`src/rtl/shift_right_seq_if.sv`:
```
// shift_right_seq_if: request/result bundle between a requester and the serial right shifter
interface shift_right_seq_if #(parameter int Nbits = 5);
   logic start;
   logic arith;
   logic [Nbits-1:0] A;
   logic [Nbits-1:0] B;
   logic busy;
   logic done;
   logic [Nbits-1:0] OUT;
   logic Carry_Flag;
   logic Zero_Flag;
   logic Negative_Flag;
   modport master (
      output start, arith, A, B,
      input  busy, done, OUT, Carry_Flag, Zero_Flag, Negative_Flag
   );
   modport slave (
      input  start, arith, A, B,
      output busy, done, OUT, Carry_Flag, Zero_Flag, Negative_Flag
   );
endinterface

```
`src/rtl/shift_right_seq.sv`:
```
// shift_right_seq: serial logical/arithmetic right shifter, one bit per clock, with done pulse and flags
module shift_right_seq #(parameter int Nbits = 5) (
   input logic clk,
   input logic rst_n,
   shift_right_seq_if.slave bus
);
   typedef enum logic [1:0] {IDLE, SHIFT, DONE} state_t;
   localparam logic [Nbits-1:0] NB  = Nbits[Nbits-1:0];
   localparam logic [Nbits-1:0] ONE = {{(Nbits-1){1'b0}}, 1'b1};
   state_t state;
   logic [Nbits-1:0] work, cnt, out_q, k, nxt;
   logic arith_q, carry, c_q, z_q, n_q;
   always_comb begin
      k   = (bus.B >= NB) ? NB : bus.B;
      nxt = {arith_q & work[Nbits-1], work[Nbits-1:1]};
   end
   always_ff @(posedge clk or negedge rst_n) begin
      if (!rst_n) begin
         state   <= IDLE;
         work    <= '0;
         cnt     <= '0;
         arith_q <= 1'b0;
         carry   <= 1'b0;
         out_q   <= '0;
         c_q     <= 1'b0;
         z_q     <= 1'b1;
         n_q     <= 1'b0;
      end else begin
         case (state)
            IDLE: if (bus.start) begin
               work    <= bus.A;
               cnt     <= k;
               arith_q <= bus.arith;
               carry   <= 1'b0;
               if (k == '0) begin
                  // zero-length shift publishes the operand unchanged with no carry out
                  state <= DONE;
                  out_q <= bus.A;
                  c_q   <= 1'b0;
                  z_q   <= (bus.A == '0);
                  n_q   <= bus.A[Nbits-1];
               end else begin
                  state <= SHIFT;
               end
            end
            SHIFT: begin
               carry <= work[0];
               work  <= nxt;
               cnt   <= cnt - ONE;
               if (cnt == ONE) begin
                  state <= DONE;
                  out_q <= nxt;
                  c_q   <= work[0];
                  z_q   <= (nxt == '0);
                  n_q   <= nxt[Nbits-1];
               end
            end
            default: state <= IDLE;
         endcase
      end
   end
   assign bus.busy          = (state == SHIFT);
   assign bus.done          = (state == DONE);
   assign bus.OUT           = out_q;
   assign bus.Carry_Flag    = c_q;
   assign bus.Zero_Flag     = z_q;
   assign bus.Negative_Flag = n_q;
endmodule

```
`src/flat_wrapper.sv`:
```
// flat-port wrapper written by rule: the top's interface ports become plain ports
module shift_right_seq_flat 
#(parameter int Nbits = 5)
  (clk, rst_n, bus_start, bus_arith, bus_A, bus_B, bus_busy, bus_done, bus_OUT, bus_Carry_Flag, bus_Zero_Flag, bus_Negative_Flag);
  shift_right_seq_if #(.Nbits(Nbits)) bus_i ();
  input logic clk;
  input logic rst_n;
  input wire logic [$bits(bus_i.start)-1:0] bus_start;
  input wire logic [$bits(bus_i.arith)-1:0] bus_arith;
  input wire logic [$bits(bus_i.A)-1:0] bus_A;
  input wire logic [$bits(bus_i.B)-1:0] bus_B;
  output wire logic [$bits(bus_i.busy)-1:0] bus_busy;
  output wire logic [$bits(bus_i.done)-1:0] bus_done;
  output wire logic [$bits(bus_i.OUT)-1:0] bus_OUT;
  output wire logic [$bits(bus_i.Carry_Flag)-1:0] bus_Carry_Flag;
  output wire logic [$bits(bus_i.Zero_Flag)-1:0] bus_Zero_Flag;
  output wire logic [$bits(bus_i.Negative_Flag)-1:0] bus_Negative_Flag;
  assign bus_i.start = bus_start;
  assign bus_i.arith = bus_arith;
  assign bus_i.A = bus_A;
  assign bus_i.B = bus_B;
  assign bus_busy = bus_i.busy;
  assign bus_done = bus_i.done;
  assign bus_OUT = bus_i.OUT;
  assign bus_Carry_Flag = bus_i.Carry_Flag;
  assign bus_Zero_Flag = bus_i.Zero_Flag;
  assign bus_Negative_Flag = bus_i.Negative_Flag;
  shift_right_seq #(.Nbits(Nbits)) u_core (.clk(clk), .rst_n(rst_n), .bus(bus_i));
endmodule
```
`config.mk`:
```
export PLATFORM = sky130hd
export DESIGN_NAME = shift_right_seq_flat
export DESIGN_NICKNAME = d
export VERILOG_FILES = /design/src/rtl/shift_right_seq_if.sv /design/src/rtl/shift_right_seq.sv /design/src/flat_wrapper.sv
export SDC_FILE = /design/constraint.sdc
export NUM_CORES = 1
export LEC_CHECK = 0
export CORE_UTILIZATION = 52
export DETAILED_ROUTE_END_ITERATION = 8
export GPL_ROUTABILITY_DRIVEN = 1
export PLACE_DENSITY = 0.84
export SLEW_MARGIN = 10
export SYNTH_ARGS = -nofsm -noshare
export SYNTH_HDL_FRONTEND = slang
export SYNTH_SLANG_ARGS = --single-unit
```
`constraint.sdc`:
```
create_clock -name clk -period 2.75 [get_ports clk]
set_input_delay 0.55 -clock clk [delete_from_list [all_inputs] [get_ports clk]]
set_output_delay 0.55 -clock clk [all_outputs]
set_load 0.1 [all_outputs]
```
== After elaboration in Yosys (flattened, before gate mapping) ==
Index checks and enable logic that the tools add are counted.

* Word-level logic and storage cells: 51
* Output and inout port bits: 10
* Flip-flop bits (word level): 21
* Input port bits: 14

* Bitwise logic cells: 1
* Reductions and logical operators: 9
* Add/subtract/negate cells: 1
* Multiplexer cells: 25
* Equality and inequality tests: 6
* $lt $le $gt $ge: 1

{| class="wikitable"
|+ Operators by type and width
! kind !! count
|-
| $mux 5 || 6
|-
| $pmux 5 s2 || 3
|-
| $logic_not 5->1 || 3
|-
| $mux 1 || 9
|-
| $mux 2 || 3
|-
| $pmux 1 s2 || 3
|-
| $reduce_and 2->1 || 3
|-
| $eq 5x1->1 const B || 1
|-
| $ge 5x3->1 const B || 1
|-
| $sub 5x1->5 const B || 1
|-
| $ne 2x1->1 const B || 2
|-
| $pmux 2 s2 || 1
|-
| $reduce_and 4->1 || 1
|-
| $eq 2x1->1 const B || 1
|-
| $eq 2x2->1 const B || 1
|-
| $logic_not 2->1 || 1
|-
| $ne 2x2->1 const B || 1
|-
| $reduce_bool 2->1 || 1
|-
| $and 1x1->1 || 1
|}

== Depth between registers and ports, before layout ==
Gate-level depths: netlist (run 1).

* Depth in word-level cells: 6
* Gate-level depth with buffers: 6

== Least setup slack after synthesis (run 1) ==
Ideal clock, no wire load.

* Path kind: reg-to-output
* Start point: reg u_core.state[0]
* End point: out bus_done
* Data arrival time: 1975 ps
* Stages on the path, launching flop included: 3
* Slack: 225 ps
* Data required time: 2200 ps
* Path buffers: 1
* Cells stage by stage: dfrtp_1 clkbuf_1 nor2b_1

* Word-level cells in the longest chain between the ends: 1

{| class="wikitable"
|+ Ends and longest elaborated chain
! what !! RTL line !! text
|-
| start: declaration || shift_right_seq.sv:10 || <nowiki>state_t state;</nowiki>
|-
| start signal: assignment || shift_right_seq.sv:19 || <nowiki>state <= IDLE;</nowiki>
|-
| start signal: assignment || shift_right_seq.sv:37 || <nowiki>state <= DONE;</nowiki>
|-
| start signal: assignment || shift_right_seq.sv:43 || <nowiki>state <= SHIFT;</nowiki>
|-
| $eq 2x2->1 || shift_right_seq.sv:63 || <nowiki>assign bus.done = (state == DONE);</nowiki>
|-
| end: declaration || flat_wrapper.sv:13 || <nowiki>output wire logic [$bits(bus_i.done)-1:0] bus_done;</nowiki>
|}

No other way between the ends.

== Final worst setup path (run 1) ==
* Start point: reg u_core.state[0]
* End point: out bus_busy

* Word-level cells in the longest chain between the ends: 1

{| class="wikitable"
|+ Ends and longest elaborated chain
! what !! RTL line !! text
|-
| $eq 2x1->1 || shift_right_seq.sv:62 || <nowiki>assign bus.busy = (state == SHIFT);</nowiki>
|-
| end: declaration || flat_wrapper.sv:12 || <nowiki>output wire logic [$bits(bus_i.busy)-1:0] bus_busy;</nowiki>
|}

No other way between the ends.

==> results of run 1 <==
-- cells in the mapped netlist, types with 2 or more instances --
| master | n | area share (%) |
|---|---|---|
| buf_2 | 2 | 0.94 |
| inv_1 | 6 | 2.1 |
| mux2_2 | 7 | 7.4 |
| and3b_1 | 4 | 3.3 |
| ha_1 | 2 | 2.3 |
| o21ai_0 | 9 | 4.2 |
| nand3_1 | 4 | 1.9 |
| nor2_1 | 4 | 1.4 |
| nor2b_1 | 2 | 1.2 |
| dfrtp_1 | 19 | 44 |
| nand2b_1 | 2 | 1.2 |
| a21oi_1 | 9 | 4.2 |
| nand2_1 | 20 | 7.0 |
| or4_1 | 2 | 1.4 |
-- routing by layer --
layer | up-vias | share of wire (%) | wire, um | track usage (%)
met1 | 415 | 42 | 907 | 27.19
met4 | 0 | 1.7 | 36 | 10.86
li1 | 436 | - | - | -
met2 | 24 | 53 | 1154 | 38.36
met3 | 6 | 3.1 | 68 | 5.000
met5 | - | 0 | 0 | 0
-- area by class of cell --
type | count | share of cell area (%)
multi-input cells | 81 | 38.43
flip-flops and latches | 20 | 37.87
repair buffers | 23 | 16.43
clock buffers | 4 | 2.738
well taps | 27 | 2.550
inverters | 7 | 1.983
-- how the worst max path moves through the flow --
stage	start	to	slack, ns	cells after the start
4_1_cts	u_core.state[0]	bus_busy	0.48	3
5_1_grt	u_core.state[0]	bus_busy	0.31	3
6_report	u_core.state[0]	bus_busy	0.46	3
2_1_floorplan	u_core.state[0]	bus_done	0.22	2
3_3_place_gp	bus_start	u_core.bus.Negative_Flag	0.43	5
3_5_place_dp	bus_start	u_core.bus.OUT[2]	0.37	5
-- flip-flops by register name (all words and copies together) (netlist names) --
name,cells
u_core.bus.Zero_Flag,1
u_core.bus.OUT,4
u_core.bus.Carry_Flag,1
u_core.work,5
u_core.bus.Negative_Flag,1
u_core.state,2
u_core.arith_q,1
u_core.cnt,5
-- logic make-up (layout without fill, tap and decap cells) --
| group | after synthesis | count (layout) | share of synthesized area [%] |
|---|---|---|---|
| muxes | 8 | 8 | 8.305 |
| adders and majority gates | 2 | 2 | 2.339 |
| and+or+nand+nor | 44 | 44 | 21.17 |
| AOI/OAI and AO/OA | 27 | 27 | 15.79 |
| buffers and inverters | 12 | 34 | 5.496 |
| DFF | 20 | 20 | 46.90 |
-- per-stage QoR --
| stage | instances | util [%] | instance area, um2 | setup WS [ns] |
|---|---|---|---|---|
| CTS | 162 | 68.23 | 1325 | 0.4838 |
| global route | 162 | 68.23 | 1325 | 0.3054 |
| floorplan | 113 | - | 1070 | 0.2247 |
| global placement | 158 | 66.37 | 1289 | 0.4274 |
| finish | 162 | 68.23 | 1325 | 0.4608 |
| detailed placement | 158 | 66.37 | 1289 | 0.3661 |
==> summary.txt, run 1 <==
Worst hold path
  • Hold path cells: 1
  • WHS Endpoint: u_core.cnt[4]
  • Hold Crit Start: u_core.cnt[4]
  • HP Class: reg -> reg

Route
  • ANT nets after route: 0
  • Via count: 881
  • Post-route DRC: 0
  • Total wire length: 2.165 mm
  • Via density: 5.438
  • Drt wl/cell: 13.36 um
  • Initial drt markers: 15
  • First-pass DRT Iterations: 4

Cells and area
  • Register area: 501.7 um2
  • Share of post-route cells with drive strength above 1: 19.26%
  • Commonest non-fill, non-tap cell in the layout: nand2_1
  • ANT cells: 0
  • Fillers: 161
  • Most frequent cells in the layout: nand2_1, dfrtp_1, clkdlybuf4s50_1
  • NumNets Final: 152
  • Multi-input gate area: 509.2 um2
  • Area grow syn2layout: 23.86%

Outcome
  • Status: completed

Flow run
  • Maxcap violations: 0

Synth
  • Ys flop type: dfrtp_1
  • Synth Cell Area: 0.001070 mm2
  • Register area share after synthesis: 46.90%
  • Post-Syn Nets: 129
  • Cells after synthesis: 113
  • Post-synthesis async set-or-reset flop share: 100.0%
  • Syn Area/Cell: 9.467 um2
  • Yosys reg bits: 20
  • Synth warnings: 0
  • Post-synth EDFFs: 0
  • Synth unique cells: 35

Worst setup path
  • Crit path required time: 2.20 ns
  • Critical-path cell list: nand2b_1 -> inv_2 -> buf_12
  • CP delay by family, top: flip-flops
  • Slowest cell on crit path: dfrtp_1
  • Worst Setup Path Type: reg -> out
  • R2r worst-path depth: 5
  • Reg2reg start: u_core.state[0]
  • Worst Path Arrival: 1.74 ns
  • CP startpoint kind: flip-flop
  • CP max stage delay: 0.66 ns
  • CP Capture Type: primary output
  • Reg2reg end: u_core.bus.Zero_Flag
  • Worst-path fanout max: 18
  • Crit path buf inv count: 2
  • Worst R2R Setup Slack: 0.72 ns

STA
  • Final setup fails: 0
  • Fmax: 436.8 MHz
  • Rel. slew slack: 40.75%
  • Final period util: 83.24%
  • Worst slew pin tran: 0.8860 ns
  • Max-slew violation count: 0
  • Fin Clk Skew: 0.002909 ns
  • RSZ-0062 raised after global routing: false
  • Min Tclk post-route: 2.289 ns
  • Final Hold Fails: 0
  • WHS: 0.4961 ns
  • Setup TNS: 0 ns

Clock tree
  • CTS Buf Count: 3
  • Clk buf depth: 2
  • Root buffer cell: clkbuf_4
  • Hold_buf cts: 0
  • # clock sinks: 20
  • Clk slew on worst S/H paths: 0.11 ns
  • CTS tree: built
  • Cts repair resizes: 0
  • H-tree depth: 1
  • Clock Latency Late Sink: 0.29 ns
  • Post-CTS Setup Bufs: 0

Place
  • PortBufs: 23
  • GP Congestion: 0.8560
  • Post-DP HPWL: 1.700 mm

Global route
  • Initial antenna violation count: 0
  • Gr ovfl total: 0
  • Maximum number of pins on one net before global-route repair: 21
  • Global-route wire length before repair: 3.519 mm
  • Global Route Usage Sum: 22.72%
  • Number of global-route vias before repair: 815

Floorplan
  • Core Rows: 16
  • Placeable Area: 0.001942 mm2
  • Boundary Pins: 24
  • Horizontal die dimension: 47.36 um
  • Vert. Die Dim: 47.36 um
  • Starting Density: 55.09%
  • Die Area: 0.002243 mm2
Power of run 1 is not shown: default switching activity piles up to over one toggle a cycle in this logic, so the estimate is an artifact.
==> inputs of run 2 (changes only) <==
--- a/config.mk
+++ b/config.mk
@@ -5,10 +5,10 @@
 export SDC_FILE = /design/constraint.sdc
 export NUM_CORES = 1
 export LEC_CHECK = 0
-export CORE_UTILIZATION = 52
+export CORE_UTILIZATION = 49
 export DETAILED_ROUTE_END_ITERATION = 8
 export GPL_ROUTABILITY_DRIVEN = 1
-export PLACE_DENSITY = 0.84
+export PLACE_DENSITY = 0.8
 export SLEW_MARGIN = 10
 export SYNTH_ARGS = -nofsm -noshare
 export SYNTH_HDL_FRONTEND = slang
==> constraint.sdc (replaced) <==
create_clock -name clk -period 2.2 [get_ports clk]
set_input_delay 0.44 -clock clk [delete_from_list [all_inputs] [get_ports clk]]
set_output_delay 0.44 -clock clk [all_outputs]
set_load 0.1 [all_outputs]
==> run 2 against run 1 <==
  * Hold slack got worse by 0.058 ns
  * Via count rose by 4.9%
  * Non-clock buffer count rose by 7
  * First-iteration DRC count rose by 27%
  * Worst setup slack got worse by 0.14 ns
==> summary.txt, run 2 (synthesis gave the netlist of run 1 again) <==
Floorplan
  • Starting Density: 53.44% (-1.7 points)
  • Horizontal die dimension: 48.73 um (+2.9%)
  • Core Rows: 16 (unchanged)
  • Placeable Area: 0.002002 mm2 (+3.1%)
  • Vert. Die Dim: 48.73 um (+2.9%)
  • Die Area: 0.002374 mm2 (+5.9%)
  • Boundary Pins: 24 (unchanged)

Route
  • Total wire length: 2.298 mm (+6.1%)
  • Post-route DRC: 0 (unchanged)
  • Via density: 5.467 (+0.54%)
  • Via count: 924 (+4.9%)
  • First-pass DRT Iterations: 4 (unchanged)
  • Initial drt markers: 19 (+4)
  • ANT nets after route: 0 (unchanged)
  • Drt wl/cell: 13.60 um (+1.7%)

STA
  • Worst slew pin tran: 0.4754 ns (-0.4105 ns)
  • Min Tclk post-route: 1.876 ns
  • Final setup fails: 0 (unchanged)
  • RSZ-0062 raised after global routing: false
  • Max-slew violation count: 0 (unchanged)
  • Final period util: 85.27%
  • Final Hold Fails: 0 (unchanged)
  • Fin Clk Skew: 0.006249 ns (+0.003341 ns)
  • Fmax: 533.0 MHz
  • WHS: 0.4384 ns (-0.05767 ns)
  • Setup TNS: 0 ns (unchanged)
  • Rel. slew slack: 68.20% (+27 points)

Worst setup path
  • CP startpoint kind: flip-flop
  • Worst-path fanout max: 11 (-7)
  • Crit path required time: 1.76 ns (-0.44 ns)
  • Worst Path Arrival: 1.44 ns (-0.30 ns)
  • Worst Setup Path Type: reg -> out
  • CP Capture Type: primary output

Clock tree
  • # clock sinks: 20 (unchanged)
  • Clk slew on worst S/H paths: 0.12 ns (about the same)
  • Cts repair resizes: 0 (unchanged)
  • Clk buf depth: 2 (unchanged)
  • Hold_buf cts: 0 (unchanged)
  • Clock Latency Late Sink: 0.31 ns (+0.02 ns)
  • Root buffer cell: clkbuf_4
  • Post-CTS Setup Bufs: 0 (unchanged)
  • H-tree depth: 1 (unchanged)
  • CTS Buf Count: 3 (unchanged)
  • CTS tree: built

Cells and area
  • Multi-input gate area: 511.7 um2 (+0.49%)
  • Non-Filler Instances: 169 (+4.3%)
  • ANT cells: 0 (unchanged)
  • Most frequent cells in the layout: nand2_1, dfrtp_1, buf_4, clkdlybuf4s50_1
  • Fillers: 165 (+2.5%)
  • Share of post-route cells with drive strength above 1: 23.94% (+4.7 points)
  • Commonest non-fill, non-tap cell in the layout: nand2_1
  • NumNets Final: 159 (+4.6%)
  • Design area: 0.001409 mm2 (+6.3%)
  • Register area: 501.7 um2 (unchanged)
  • Area grow syn2layout: 31.70%

Flow run
  • Maxcap violations: 0 (unchanged)

Place
  • GP Congestion: 0.8252 (-3.6%)
  • Post-DP HPWL: 1.772 mm (+4.3%)
  • Post-Place Cell Area: 0.001356 mm2 (+5.2%)
  • PortBufs: 23 (unchanged)
  • Placed insts: 165 (+4.4%)

Outcome
  • Status: completed

Worst hold path
  • HP Class: in -> async

Global route
  • Global-route wire length before repair: 4.008 mm (+14%)
  • Initial antenna violation count: 0 (unchanged)
  • Maximum number of pins on one net before global-route repair: 16 (-24%)
  • Gr ovfl total: 0 (unchanged)
  • Number of global-route vias before repair: 916 (+12%)
  • Global Route Usage Sum: 22.34% (-0.38 points)
==> run 2: changes by cell type in the layout (fill, tap and decap cells not counted) <==
cell	delta
buf_4	+6
buf_12	+1
bufinv_16	+1
clkbuf_8	-1
nor2b_1	-1
nor2b_2	+1
==> run 2: cell type report <==
type                            count  share of cell area [%]
Clock buffer                        3                   1.599
Timing Repair Buffer               30                   20.07
Sequential cell                    20                   35.61
Clock inverter                      1                   2.131
Multi-Input combinational cell     81                   36.32
Tap cell                           27                   2.398
Inverter                            7                   1.865
==> run 2: path summary, 6_finish.rpt <==
kind / start / to / slack (ns) / cells after the start
min: rst_n / u_core.bus.Carry_Flag / 0.44 / 1
min reg2reg: u_core.cnt[4] / u_core.cnt[4] / 0.49 / 1
max reg2reg: u_core.state[1] / u_core.bus.Negative_Flag / 0.39 / 4
min in group clk: u_core.cnt[4] / u_core.cnt[4] / 0.49 / 1
max in group asynchronous: rst_n / u_core.cnt[2] / 1.23 / 2
max: u_core.state[1] / bus_busy / 0.32 / 3
==> run 2: critical path, cell delays in order, from the launching register on <==
cell and delay, ns:
dfrtp_1 0.52, nand2b_1 0.23, inv_2 0.17, buf_12 0.20
==> run 2: stage by stage <==
step / util, % / setup WS [ns]
floorplan: - / 0.3056
global placement: 67.75 / 0.1368
detailed placement: 67.75 / 0.1108
CTS: 70.38 / 0.3371
global route: 70.38 / 0.2683
finish: 70.38 / 0.3240
==> run 2: layer usage <==
layer	wire length (um)	vias up	track usage, %
met5	0	-	0
li1	-	449	-
met2	1177	23	39.81
met4	37	0	10.29
met3	85	5	3.459
met1	998	447	26.12
Power of run 2 is left out for the same reason.
